## config.mk

```make
export PLATFORM = sky130hd
export DESIGN_NAME = spifs_xip_seq
export DESIGN_NICKNAME = d
export VERILOG_FILES = /design/src/rtl/spifs_xip_seq.sv
export SDC_FILE = /design/constraint.sdc
export NUM_CORES = 1
export LEC_CHECK = 0
export ABC_CLOCK_PERIOD_IN_PS = 2300
export CAP_MARGIN = 10
export CELL_PAD_IN_SITES_DETAIL_PLACEMENT = 0
export CELL_PAD_IN_SITES_GLOBAL_PLACEMENT = 1
export CORE_MARGIN = 2
export CORE_UTILIZATION = 31
export CTS_CLUSTER_DIAMETER = 30
export DETAILED_ROUTE_END_ITERATION = 10
export GPL_TIMING_DRIVEN = 0
export PLACE_DENSITY = 0.84
export SYNTH_ARGS = -nofsm -noshare
export SYNTH_HDL_FRONTEND = slang
export SYNTH_SLANG_ARGS = --single-unit
export TNS_END_PERCENT = 30
```

## constraint.sdc

```tcl
create_clock -name pclk_i -period 2.3 [get_ports pclk_i]
set_clock_uncertainty 0.05 [all_clocks]
set_input_delay 0.23 -clock pclk_i [delete_from_list [all_inputs] [get_ports pclk_i]]
set_output_delay 0.23 -clock pclk_i [all_outputs]
set_load 0.03 [all_outputs]
```

## src/rtl/spifs_xip_seq.sv

```systemverilog
// -----------------------------------------------------------------------------
// spifs_xip_seq
//
// Execute-in-place read sequencer. Turns one 24-bit flash read request into a
// 64-bit SPI flash read (opcode + address, then 32 bits of data) by driving
// an APB-attached SPI controller:
//   TX_1 <- {CMD, addr}, TX_0 <- 0, CTRL <- CTRL_CFG, CTRL <- CTRL_CFG | GO,
//   wait for completion, read RX_0 and return it as the response.
//
// Build option:
//   SPIFS_XIP_IRQ_EN  defined     : completion is signalled by irq_i; the
//                                   APB bus idles while waiting.
//                     not defined : completion is found by polling CTRL
//                                   until the GO bit reads back 0; irq_i is
//                                   unused.
//
// Ports:
//   pclk_i, presetn_i          clock, asynchronous active-low reset
//   req_valid_i/req_ready_o    request handshake, req_addr_i = flash address
//   rsp_valid_o/rsp_ready_i    response handshake, rsp_data_o = read word
//   paddr_o .. penable_o       APB master request side
//   prdata_i, pready_i         APB master response side
//   irq_i                      SPI transfer-done interrupt
//   busy_o                     high whenever a sequence is in progress
// -----------------------------------------------------------------------------
module spifs_xip_seq #(
  parameter logic [4:0]  TX0_ADDR  = 5'h00,
  parameter logic [4:0]  TX1_ADDR  = 5'h04,
  parameter logic [4:0]  CTRL_ADDR = 5'h10,
  parameter logic [31:0] CTRL_CFG  = 32'h0000_2040,
  parameter int unsigned GO_BIT    = 8,
  parameter logic [7:0]  CMD       = 8'h03
) (
  input  logic        pclk_i,
  input  logic        presetn_i,
  input  logic        req_valid_i,
  output logic        req_ready_o,
  input  logic [23:0] req_addr_i,
  output logic        rsp_valid_o,
  input  logic        rsp_ready_i,
  output logic [31:0] rsp_data_o,
  output logic [4:0]  paddr_o,
  output logic [31:0] pwdata_o,
  output logic        pwrite_o,
  output logic        psel_o,
  output logic        penable_o,
  input  logic [31:0] prdata_i,
  input  logic        pready_i,
  input  logic        irq_i,
  output logic        busy_o
);

  localparam logic [31:0] CTRL_GO = CTRL_CFG | (32'd1 << GO_BIT);

  typedef enum logic [2:0] {
    S_IDLE,
    S_WR_TX1,
    S_WR_TX0,
    S_WR_CTRL,
    S_WR_GO,
    S_WAIT_DONE,
    S_RD_RX,
    S_RSP
  } state_e;

  state_e      state_q,    state_d;
  logic        access_q,   access_d;   // 0 = SETUP phase, 1 = ACCESS phase
  logic [23:0] addr_q,     addr_d;
  logic [31:0] rsp_data_q, rsp_data_d;

  logic xfer_state;  // current state owns an APB transfer
  logic xfer_done;   // that transfer completes on this edge

  // Which states drive the bus. Polling turns WAIT_DONE into a bus state.
  always_comb begin
    // NOTE: every always_comb output gets a default first so no path can
    // leave it unassigned and infer a latch.
    xfer_state = 1'b0;
    case (state_q)
      S_WR_TX1, S_WR_TX0, S_WR_CTRL, S_WR_GO, S_RD_RX: xfer_state = 1'b1;
`ifdef SPIFS_XIP_IRQ_EN
      S_WAIT_DONE: xfer_state = 1'b0;
`else
      S_WAIT_DONE: xfer_state = 1'b1;
`endif
      default: xfer_state = 1'b0;
    endcase
  end

  // pready_i only counts during ACCESS of a bus-owning state.
  assign xfer_done = xfer_state & access_q & pready_i;

`ifndef SPIFS_XIP_IRQ_EN
  logic unused_irq;
  assign unused_irq = irq_i;
`endif

  // ---------------------------------------------------------------------------
  // State register
  // ---------------------------------------------------------------------------
  // NOTE: every register here has an async reset; reset asserted mid-transfer
  // returns to IDLE at once, which drops psel_o/penable_o without waiting for
  // a clock edge.
  always_ff @(posedge pclk_i or negedge presetn_i) begin
    if (!presetn_i) begin
      state_q    <= S_IDLE;
      access_q   <= 1'b0;
      addr_q     <= '0;
      rsp_data_q <= '0;
    end else begin
      // NOTE: sequential state uses non-blocking assignments so every
      // register samples the pre-edge value of every other register.
      state_q    <= state_d;
      access_q   <= access_d;
      addr_q     <= addr_d;
      rsp_data_q <= rsp_data_d;
    end
  end

  // ---------------------------------------------------------------------------
  // Next-state logic
  // ---------------------------------------------------------------------------
  always_comb begin
    state_d    = state_q;
    access_d   = access_q;
    addr_d     = addr_q;
    rsp_data_d = rsp_data_q;

    // SETUP always lasts one cycle; ACCESS ends on pready_i, and the next
    // transfer (or the next poll) restarts in SETUP.
    if (xfer_state) begin
      if (!access_q)     access_d = 1'b1;
      else if (pready_i) access_d = 1'b0;
    end

    case (state_q)
      S_IDLE: begin
        if (req_valid_i) begin
          addr_d  = req_addr_i;
          state_d = S_WR_TX1;
        end
      end
      S_WR_TX1:  if (xfer_done) state_d = S_WR_TX0;
      S_WR_TX0:  if (xfer_done) state_d = S_WR_CTRL;
      S_WR_CTRL: if (xfer_done) state_d = S_WR_GO;
      S_WR_GO:   if (xfer_done) state_d = S_WAIT_DONE;
      S_WAIT_DONE: begin
`ifdef SPIFS_XIP_IRQ_EN
        if (irq_i) state_d = S_RD_RX;
`else
        // GO still set means the SPI shift is running: poll again.
        if (xfer_done && !prdata_i[GO_BIT]) state_d = S_RD_RX;
`endif
      end
      S_RD_RX: begin
        if (xfer_done) begin
          rsp_data_d = prdata_i;
          state_d    = S_RSP;
        end
      end
      S_RSP:   if (rsp_ready_i) state_d = S_IDLE;
      default: state_d = S_IDLE;
    endcase
  end

  // ---------------------------------------------------------------------------
  // Outputs. Address/data/direction are a pure function of the state, so they
  // are stable from SETUP through the end of ACCESS.
  // ---------------------------------------------------------------------------
  always_comb begin
    paddr_o  = '0;
    pwdata_o = '0;
    pwrite_o = 1'b0;
    case (state_q)
      S_WR_TX1: begin
        paddr_o  = TX1_ADDR;
        pwdata_o = {CMD, addr_q};
        pwrite_o = 1'b1;
      end
      S_WR_TX0: begin
        paddr_o  = TX0_ADDR;
        pwdata_o = 32'h0;
        pwrite_o = 1'b1;
      end
      S_WR_CTRL: begin
        paddr_o  = CTRL_ADDR;
        pwdata_o = CTRL_CFG;
        pwrite_o = 1'b1;
      end
      S_WR_GO: begin
        paddr_o  = CTRL_ADDR;
        pwdata_o = CTRL_GO;
        pwrite_o = 1'b1;
      end
`ifndef SPIFS_XIP_IRQ_EN
      S_WAIT_DONE: paddr_o = CTRL_ADDR;
`endif
      S_RD_RX: paddr_o = TX0_ADDR;
      default: ;
    endcase

    psel_o      = xfer_state;
    penable_o   = xfer_state & access_q;
    req_ready_o = (state_q == S_IDLE);
    busy_o      = (state_q != S_IDLE);
    rsp_valid_o = (state_q == S_RSP);
    rsp_data_o  = rsp_data_q;
  end

endmodule

```

==> results by group, run 1 <==
Floorplanning
  – Core area: between 8000 and 9000 um^2
  – Die area: a little under 10000 um^2
  – Die Wd: between 90 and 100 um
  – Initial core utilization: 0.318
  – Row Count: 34
  – Die height: roughly 98 um
  – Num ports: about 140

Route
  – Initial DRC count: 28
  – Routed vias: about 2000
  – Overall routed net length: around 6.2 mm
  – Drt pass-1 iters: 4
  – Residual DRC: 0
  – Vias per inst: around 4.4
  – DRT antenna net count: 0
  – Routed len/inst: approximately 14 um

Worst setup path
  – Critical-path cell list: nor2b_4 > nor2b_2 > clkbuf_2 > and2_1 > clkdlybuf4s15_2
  – CP arrival: roughly 1.9 ns
  – CP required: a little over 2 ns
  – CP Launch Type: register
  – Worst path buffer plus inverter count: 2
  – Crit path launch: state_q[2]
  – Reg-to-Reg Start: state_q[0]
  – CP Capture Type: output pin
  – Crit. path cell count: 5
  – Capture point of the worst reg-to-reg path: addr_q[5]
  – CP top delay family: simple AND/OR/NAND/NOR gates
  – CP max stage delay: 0.47 ns
  – Reg2reg setup slack: approximately 0.51 ns
  – CP max FO: 10
  – CP max-delay cell: dfrtp_2
  – WS Path Type: reg2out
  – Critical Path End: pwdata_o[3]
  – Reg2Reg Depth: 4

Yosys
  – Top post-synthesis cells by area: dfrtp_1, mux2_2, mux2_4, and2_1, buf_4
  – Number of synthesized flops with an enable pin: 0
  – Top FF cell, synth: dfrtp_1
  – Share of the synthesized area in the top cell type: 0.547
  – Yosys Warn Count: 0
  – Synthesized area per cell: approximately 14 um^2
  – Synth Register Bits: 60
  – Mapped Area: 2740 um^2
  – Post-synth top cells: dfrtp_1, mux2_2, and2_1
  – Most frequent cell after synthesis: dfrtp_1
  – Sequential element share of the synthesized area: 0.547
  – Cell taking the most area after synthesis: dfrtp_1
  – Post-synth ARST share: 1.00
  – Synth cell types: 24
  – Mapped Cells: between 150 and 200

Timing
  – Fin crit period: between 2 and 2.5 ns
  – Final-report max-slew violation count: 0
  – Slew margin rel.: 0.524
  – RSZ-0062 raised after global routing: false
  – Fin crit share: 0.943
  – Setup violators final: 0
  – FMAX: around 460 MHz
  – Fin. Hold Viols: 0
  – Worst Tran Pin Value: 0.715 ns

Final layout
  – Multi-input logic area: between 1000 and 1500 um^2
  – Non-Filler Instances: approximately 460
  – Final Core Density: 0.507
  – Share of layout cells above drive strength 1: 0.354
  – Seq. cell area: 1500 um^2
  – Fillers: ~770
  – Area growth syn-to-layout: 59.7%
  – Nets: a little over 400
  – Cell area after layout: between 4000 and 5000 um^2
  – ANT cells: 0

Clock tree
  – Root Driver: clkbuf_8
  – Postcts setup bufs: 0
  – Total CTS buffers: 9
  – Clk sink count: 60
  – CTS clk-pin slew, worst paths: about 0.07 ns
  – Worst-Skew Late Latency: ~0.32 ns
  – Htree depth: 3
  – TritonCTS clock tree: yes
  – CTS Buffer Depth: 2

Power
  – Comb power frac: 0.560
  – Clock Power Share: 0.132
  – Static Leak: between 1.5 and 2 nW
  – P_int: approximately 3.7 mW
  – Power Density: 1380 nW/um^2
  – Sw Pwr: roughly 2.4 mW
  – Overall Power: 6.06 mW
  – Worst IR Drop VDD: approximately 0.00061 V
  – Reg power frac: 0.308
  – Sw frac: 0.396

Placement
  – Routability-driven placement congestion ratio: between 0.6 and 0.7
  – Area after DPL: approximately 4200 um^2
  – Hpwl dp: around 4.5 mm
  – Placed insts: around 440
  – Buffers on Ports: ~130

Global routing
  – First-pass GRT wire length: 10.5 mm
  – Antenna violations before repair: 0
  – Largest net degree at the start of global routing: 32
  – GRT Overall Usage: 0.137
  – Number of global-route vias before repair: around 2100
  – GRT overflow: 0

Outcome
  – Status: completed

Run
  – Max-cap violations: 0

Min path
  – Worst Hold Class: in2async
==> flip-flops by register name (all words and copies together) (netlist names) <==
name,cells
access_q,1
addr_q,24
rsp_data_o,32
state_q,3
==> worst reg2reg max path, cell delays in order, from the launching register on <==
cell	delay, ns
dfrtp_1	0.41
buf_6	0.15
nor4b_4	0.49
buf_6	0.26
mux2_4	0.32
==> what timing repair did <==
action | CTS | global route
hold endpoints to repair | 29 | 0
endpoints found under the setup margin | 30 | 24
hold buffers | 1 | 0
gates resized for setup | 71 | 8
cloned | 0 | 0
==> kinds of logic (layout without fill, tap and decap cells) <==
| logic type | Yosys count | after routing | share of synthesized area |
|---|---|---|---|
| AND/OR/NAND/NOR | 38 | 38 | 0.0908 |
| other | 1 | 9 | 0.00137 |
| AO/OA/AOI/OAI | 14 | 14 | 0.0310 |
| flip-flops | 60 | 60 | 0.547 |
| buffers and inverters | 23 | 167 | 0.0598 |
| multiplexers | 59 | 59 | 0.270 |
==> how the worst min path moves through the flow <==
stage	startpoint	end	slack [ns]	cells after the start
2_1_floorplan	presetn_i	access_q	-0.12	0
3_3_place_gp	addr_q[1]	addr_q[1]	0.43	1
3_5_place_dp	presetn_i	addr_q[5]	0.28	1
4_1_cts	prdata_i[6]	rsp_data_o[6]	0.44	2
5_1_grt	req_addr_i[0]	addr_q[0]	0.45	2
6_report	presetn_i	addr_q[5]	0.44	2
==> power groups by stage <==
| stage | clock [mW] | sequential, mW | combinational, mW |
|---|---|---|---|
| after floorplan | 0 | 2.39 | 1.63 |
| after global placement | 0 | 1.85 | 3.46 |
| after detailed placement | 0 | 1.88 | 3.48 |
| after CTS | 0.845 | 1.87 | 3.44 |
| after global routing | 0.879 | 1.95 | 3.62 |
| final | 0.797 | 1.87 | 3.39 |
==> cell usage in the layout (no fill, tap or decap), types with 2 or more instances in the layout <==
| cell type | n |
|---|---|
| a21oi_1 | 2 |
| clkdlybuf4s50_1 | 93 |
| mux2_2 | 39 |
| clkbuf_2 | 4 |
| conb_1 | 9 |
| mux2_4 | 20 |
| nor2_1 | 3 |
| clkinv_2 | 2 |
| clkdlybuf4s15_2 | 17 |
| clkbuf_8 | 10 |
| o21ai_0 | 6 |
| nand2_1 | 5 |
| a31oi_1 | 3 |
| buf_6 | 4 |
| dlymetal6s2s_1 | 4 |
| and2_1 | 23 |
| clkbuf_1 | 4 |
| dfrtp_1 | 59 |
| dlygate4sd2_1 | 7 |
| buf_4 | 14 |
| buf_2 | 5 |
==> routing by layer <==
layer / up-vias / GRT usage / part of all wire
met3: 10 / 0.0558 / 0.10
met1: 963 / 0.170 / 0.42
met2: 95 / 0.212 / 0.47
li1: 944 / - / -
met4: 0 / 0.0545 / 0.016
met5: - / 0 / 0
==> stage by stage <==
step / setup WS (ns) / hold WS, ns / setup TNS (ns)
6_report: 0.132 / 0.441 / 0
3_5_place_dp: -0.243 / 0.276 / -4.08
5_1_grt: 0.00744 / 0.451 / 0
2_1_floorplan: 0.320 / -0.116 / 0
4_1_cts: 0.00139 / 0.441 / 0
3_3_place_gp: -1.06 / 0.431 / -66.45
==> layout make-up <==
cell class,instances,share of cell area
Clock buffer,14,0.0348
Tap cell,108,0.0308
Clock inverter,2,0.00229
Inverter,1,0.000857
Buffer,22,0.0377
Sequential cell,60,0.343
Timing Repair Buffer,128,0.295
Multi-Input combinational cell,120,0.255
Power figures use the tool's default switching activity.
==> inputs of run 2 (changes only) <==
--- a/config.mk
+++ b/config.mk
@@ -15,6 +15,7 @@
 export DETAILED_ROUTE_END_ITERATION = 10
 export GPL_TIMING_DRIVEN = 0
 export PLACE_DENSITY = 0.84
+export SKIP_LAST_GASP = 1
 export SYNTH_ARGS = -nofsm -noshare
 export SYNTH_HDL_FRONTEND = slang
 export SYNTH_SLANG_ARGS = --single-unit
==> run 2 against run 1 <==
The flow now finishes with violations (negative setup slack). Critical endpoint is now penable_o. Final area down 0.83%. Sequential power barely moved. Clock power is essentially flat. Register-to-register slack about the same. Final cell count did not move. Global-route usage barely moved. Sequential share of layout area increased by 0.26 points. Critical path depth increased by 1. Count of clock-buffer cells in the layout did not move. Utilization fell by 0.42 points. Fmax is 8.9% lower. Combinational power is essentially flat.
==> results by group, run 2 (synthesized netlist as in run 1, its figures left out) <==
Outcome
  – Status: complete, but fails checks
  – Failing checks: negative setup slack

Final layout
  – ANT cells: 0 (unchanged)
  – Max reg flops: 32 (unchanged)
  – Cell area after layout: 4340 um^2 (-0.83%)
  – Nets: 404 (unchanged)
  – Share of layout cells above drive strength 1: 0.329 (-0.0259)
  – Final Core Density: 0.503 (-0.00420)
  – Fillers: 783 (+1.4%)
  – Commonest non-fill, non-tap cells in the layout: clkdlybuf4s50_1, dfrtp_1, mux2_2
  – Commonest non-fill, non-tap cell in the layout: clkdlybuf4s50_1
  – Area growth syn-to-layout: 58.4%

Power
  – Worst IR Drop VDD: 0.000614 V (about the same)
  – Static Leak: 1.97 nW (-0.14%)
  – Power Density: 1400 nW/um^2 (+1.1%)

Min path
  – Worst Hold Class: in2async

Worst setup path
  – CP Launch Type: register
  – CP max-delay cell: clkdlybuf4s50_1
  – CP max stage delay: 0.59 ns (+0.12 ns)
  – Worst path buffer plus inverter count: 3 (+1)
  – CP max FO: 9 (-1)
  – WS Path Type: reg2out
  – Critical-path cell list: buf_6 > or3_4 > inv_2 > nor2_1 > and2_1 > clkdlybuf4s50_1
  – CP arrival: 2.10 ns (+0.21 ns)
  – CP top delay family: buffers and inverters
  – CP Capture Type: output pin
  – CP required: 2.02 ns (about the same)

Placement
  – Hpwl dp: 4.52 mm (unchanged)
  – Area after DPL: 4180 um^2 (unchanged)
  – Buffers on Ports: 126 (unchanged)
  – Routability-driven placement congestion ratio: 0.689 (unchanged)

Global routing
  – Largest net degree at the start of global routing: 32 (unchanged)
  – Number of global-route vias before repair: 2140 (-0.37%)
  – First-pass GRT wire length: 10.5 mm (-0.27%)
  – GRT Overall Usage: 0.136 (-0.000302)
  – Antenna violations before repair: 0 (unchanged)
  – GRT overflow: 0 (unchanged)

Timing
  – Worst Tran Pin Value: 0.708 ns (-0.00662 ns)
  – RSZ-0062 raised after global routing: true
  – Slew margin rel.: 0.528 (+0.00441)
  – Fin. Hold Viols: 0 (unchanged)
  – Final-report max-slew violation count: 0 (unchanged)
  – Setup violators final: 5 (+5)
  – Fin crit share: 1.03 (+0.0923)
  – Fin worst setup slack: -0.0803 ns (-0.212 ns)
  – FMAX: 420 MHz (-8.9%)
  – Fin crit period: 2.38 ns (+0.212 ns)

Route
  – Vias per inst: 4.42 (-0.15%)
  – Routed len/inst: 13.6 um (-0.31%)
  – Residual DRC: 0 (unchanged)
  – Drt pass-1 iters: 3 (-1)
  – Routed vias: 2009 (-0.15%)
  – Initial DRC count: 30 (+7.1%)
  – Overall routed net length: 6.17 mm (-0.31%)
  – DRT antenna net count: 0 (unchanged)

Floorplanning
  – Initial core utilization: 0.318 (unchanged)
  – Core area: 8640 um^2 (unchanged)
  – Die Wd: 98.1 um (unchanged)
  – Die height: 98.1 um (unchanged)
  – Row Count: 34 (unchanged)
  – Die area: 9620 um^2 (unchanged)
  – Num ports: 137 (unchanged)

Clock tree
  – Htree depth: 3 (unchanged)
  – TritonCTS clock tree: yes
  – CTS Buffer Depth: 2 (unchanged)
  – CTS clk-pin slew, worst paths: 0.06 ns (about the same)
  – Total CTS buffers: 9 (unchanged)
  – Root Driver: clkbuf_8
  – Worst-Skew Late Latency: 0.32 ns (about the same)
  – Clk sink count: 60 (unchanged)

Run
  – Max-cap violations: 0 (unchanged)
run 2: power breakdown:
group	internal (mW)	total, mW	switching [mW]	leakage (nW)
registers	1.59	1.86	0.274	0.718
logic	1.67	3.41	1.74	1.16
clock network	0.419	0.799	0.380	0.0844
run 2: metrics by stage:
stage | setup TNS (ns) | std cells | power [mW] | hold slack, ns | setup slack, ns
after floorplan | 0 | 203 | 4.02 | -0.116 | 0.320
after global placement | -66.45 | 437 | 5.31 | 0.431 | -1.06
after detailed placement | -4.08 | 438 | 5.36 | 0.276 | -0.243
after CTS | -1.66 | 455 | 6.16 | 0.441 | -0.135
after global routing | -1.97 | 455 | 6.46 | 0.451 | -0.209
final | -0.214 | 455 | 6.08 | 0.438 | -0.0803
run 2: final timing paths:
kind,startpoint,to,slack [ns],cells past startpoint
min in group pclk_i,addr_q[23],addr_q[23],0.45,1
min,presetn_i,addr_q[5],0.44,2
max in group asynchronous,presetn_i,rsp_data_o[17],1.15,3
max,state_q[1],penable_o,-0.08,6
max reg2reg,state_q[0],addr_q[5],0.50,4
min reg2reg,addr_q[23],addr_q[23],0.45,1
run 2: what timing repair did:
| item | in CTS | in global routing |
|---|---|---|
| endpoints found under the hold margin | 29 | 0 |
| resized for setup | 41 | 16 |
| hold buffers | 1 | 0 |
| setup endpoints to repair | 30 | 32 |
| buffers inserted | 0 | 0 |
run 2: layer usage:
metal | global-route usage | share of wire | wire length (um) | vias to the layer above
li1 | - | - | - | 941
met1 | 0.170 | 0.42 | 2580 | 965
met2 | 0.211 | 0.47 | 2890 | 93
met3 | 0.0558 | 0.099 | 610 | 10
met4 | 0.0545 | 0.016 | 98 | 0
met5 | 0 | 0 | 0 | -
run 2: worst register-to-register path, delay by kind of cell (launching register included):
kind	cells	cell delay [ns]
buffers and inverters	2	0.41
muxes	1	0.32
and+or+nand+nor	1	0.49
DFF	1	0.41
run 2: final cells by class:
class / instances / area (um^2) / area share
inverters: 1 / 3.75 / 0.000864
plain buffers: 22 / 161 / 0.0372
multi-input cells: 120 / 1120 / 0.257
flip-flops and latches: 60 / 1500 / 0.346
clock buffers: 14 / 153 / 0.0351
clock inverters: 2 / 10.0 / 0.00230
repair buffers: 128 / 1260 / 0.291
well taps: 108 / 135 / 0.0311
==> inputs of run 3 (changes only) <==
--- a/config.mk
+++ b/config.mk
@@ -9,6 +9,7 @@
 export CAP_MARGIN = 10
 export CELL_PAD_IN_SITES_DETAIL_PLACEMENT = 0
 export CELL_PAD_IN_SITES_GLOBAL_PLACEMENT = 1
+export CORE_ASPECT_RATIO = 0.6
 export CORE_MARGIN = 2
 export CORE_UTILIZATION = 31
 export CTS_CLUSTER_DIAMETER = 30
==> run 3 against run 2 <==
The flow still finishes with violations (negative setup slack). Sequential cell count unchanged. Fmax increased by 1.5%. Clock power rose by 59%. Global-route usage increased by 1.0 points. Utilization increased by 2.4 points. Register-to-register slack better by 0.02 ns. Via count is 1.4% lower. Sequential share of layout area fell by 1.3 points. Sequential power barely moved. Final cell count up 0.66%. Total power rose by 8.6%. Critical endpoint is now pwdata_o[8].
==> results by group, run 3 (synthesized netlist as in run 1, its figures left out) <==
Global routing
  – First-pass GRT wire length: 10.9 mm (+4.3%)
  – GRT overflow: 0 (unchanged)
  – Met1 Track Usage GR: 0.186 (+0.0156)
  – GRT Overall Usage: 0.147 (+0.0102)
  – Met3 GRT Util: 0.0754 (+0.0195)
  – Met2 GRT Util: 0.215 (+0.00439)
  – Busiest grt layer: met2
  – Number of global-route vias before repair: 2159 (+0.89%)
  – Largest net degree at the start of global routing: 37 (+16%)
  – Antenna violations before repair: 0 (unchanged)

Route
  – DRT antenna net count: 0 (unchanged)
  – Routed vias: 1981 (-1.4%)
  – Initial DRC count: 29 (-3.3%)
  – Drt pass-1 iters: 4 (+1)
  – Vias per inst: 4.33 (-2.0%)
  – Routed len/inst: 14.7 um (+8.0%)
  – Overall routed net length: 6.71 mm (+8.7%)
  – Residual DRC: 0 (unchanged)

Floorplanning
  – Core area: 8560 um^2 (-0.93%)
  – Initial core utilization: 0.321 (+0.00297)
  – Die area: 9640 um^2 (+0.26%)
  – Row Count: 26 (-24%)
  – Die Wd: 125 um (+28%)
  – Die height: 76.9 um (-22%)
  – Num ports: 137 (unchanged)

Final layout
  – Non-Filler Instances: 458 (+0.66%)
  – ANT cells: 0 (unchanged)
  – Cell area after layout: 4510 um^2 (+3.8%)
  – Share of layout cells above drive strength 1: 0.324 (-0.00483)
  – Fillers: 756 (-3.4%)
  – Final Core Density: 0.527 (+0.0239)
  – Max reg flops: 32 (unchanged)
  – Multi-input logic area: 1110 um^2 (-0.45%)
  – Commonest non-fill, non-tap cells in the layout: clkdlybuf4s50_1, dfrtp_1, mux2_2
  – Area growth syn-to-layout: 64.4%
  – Commonest non-fill, non-tap cell in the layout: clkdlybuf4s50_1
  – Nets: 404 (unchanged)
  – Seq. cell area: 1500 um^2 (unchanged)

Worst setup path
  – Capture point of the worst reg-to-reg path: addr_q[15]
  – CP max FO: 10 (+1)
  – CP Capture Type: output pin
  – Reg-to-Reg Start: state_q[0]
  – WS Path Type: reg2out
  – CP arrival: 2.07 ns (-0.03 ns)
  – CP required: 2.02 ns (about the same)
  – CP Launch Type: register
  – Reg2reg setup slack: 0.52 ns (+0.02 ns)
  – Reg2Reg Depth: 4 (unchanged)

Timing
  – Post-Route Setup TNS: -0.0714 ns (+0.143 ns)
  – Setup violators final: 2 (-3)
  – Fin crit period: 2.35 ns (-0.0341 ns)
  – Slew margin rel.: 0.433 (-0.0945)
  – RSZ-0062 raised after global routing: true
  – Worst Tran Pin Value: 0.850 ns (+0.142 ns)
  – Fin worst setup slack: -0.0462 ns (+0.0341 ns)
  – Final hold slack: 0.444 ns (+0.00596 ns)
  – FMAX: 426 MHz (+1.5%)
  – Fin crit share: 1.02 (-0.0148)
  – Final-report max-slew violation count: 0 (unchanged)
  – Fin. Hold Viols: 0 (unchanged)

Placement
  – Hpwl dp: 4.93 mm (+9.0%)
  – Routability-driven placement congestion ratio: 0.720 (+4.5%)
  – Place WS: -0.306 ns (-0.0636 ns)
  – Placed insts: 442 (+0.91%)
  – Buffers on Ports: 126 (unchanged)
  – Area after DPL: 4190 um^2 (+0.12%)

Min path
  – Worst Hold End: addr_q[20]
  – Hold path depth: 1
  – Worst Hold Class: reg2reg
  – Critical hold path startpoint: addr_q[20]

Clock tree
  – Worst-Skew Late Latency: 0.32 ns (about the same)
  – Root Driver: clkbuf_16
  – CTS Buffer Depth: 2 (unchanged)
  – Clk sink count: 60 (unchanged)
  – Total CTS buffers: 9 (unchanged)
  – Htree depth: 3 (unchanged)
  – CTS clk-pin slew, worst paths: 0.05 ns (about the same)
  – TritonCTS clock tree: yes

Power
  – Static Leak: 2.11 nW (+7.5%)
  – Power Density: 1460 nW/um^2 (+4.6%)
  – Worst IR Drop VDD: 0.000697 V (+14%)
  – Overall Power: 6.60 mW (+8.6%)

Run
  – Max-cap violations: 0 (unchanged)

Outcome
  – Status: complete, but fails checks
  – Failing checks: negative setup slack
## run 3: repair_timing
| action | CTS | global route |
|---|---|---|
| endpoints found under the setup margin | 30 | 32 |
| hold buffers | 1 | 0 |
| resized for setup | 41 | 12 |
| hold endpoints to repair | 35 | 0 |
| buffers inserted | 0 | 0 |
## run 3: worst max-delay path: stages (launching register included)
cell and delay, ns:
dfrtp_1 0.51, buf_2 0.26, nand2b_1 0.13, a21oi_1 0.15
clkdlybuf4s50_1 0.70
## run 3: report_power, final
part / internal, mW / total, mW / leakage, nW / switching (mW)
clock network: 0.837 / 1.27 / 0.145 / 0.434
logic: 1.67 / 3.46 / 1.25 / 1.79
registers: 1.59 / 1.87 / 0.718 / 0.275
## run 3: how the worst max path moves through the flow
stage	startpoint	endpoint	slack, ns	depth (start not counted)
6_report	state_q[2]	pwdata_o[8]	-0.05	4
5_1_grt	state_q[2]	pwdata_o[1]	-0.15	5
4_1_cts	state_q[2]	paddr_o[2]	-0.18	4
3_5_place_dp	state_q[2]	pwdata_o[4]	-0.31	5
3_3_place_gp	presetn_i	rsp_data_o[12]	-1.03	1
2_1_floorplan	state_q[0]	penable_o	0.32	4
## run 3: routing by layer
layer  share of wire  vias to the layer above  wire (um)
met5               0                        -          0
met4           0.011                        0         74
met3           0.087                        8        584
met2            0.45                       77       3010
met1            0.45                      952       3050
li1                -                      944          -
## run 3: area by class of cell
| cell class | count | area share |
|---|---|---|
| Clock buffer | 14 | 0.0630 |
| Multi-Input combinational cell | 120 | 0.247 |
| Inverter | 1 | 0.000833 |
| Buffer | 22 | 0.0366 |
| Timing Repair Buffer | 128 | 0.288 |
| Sequential cell | 60 | 0.333 |
| Tap cell | 112 | 0.0311 |
| Clock inverter | 1 | 0.00111 |
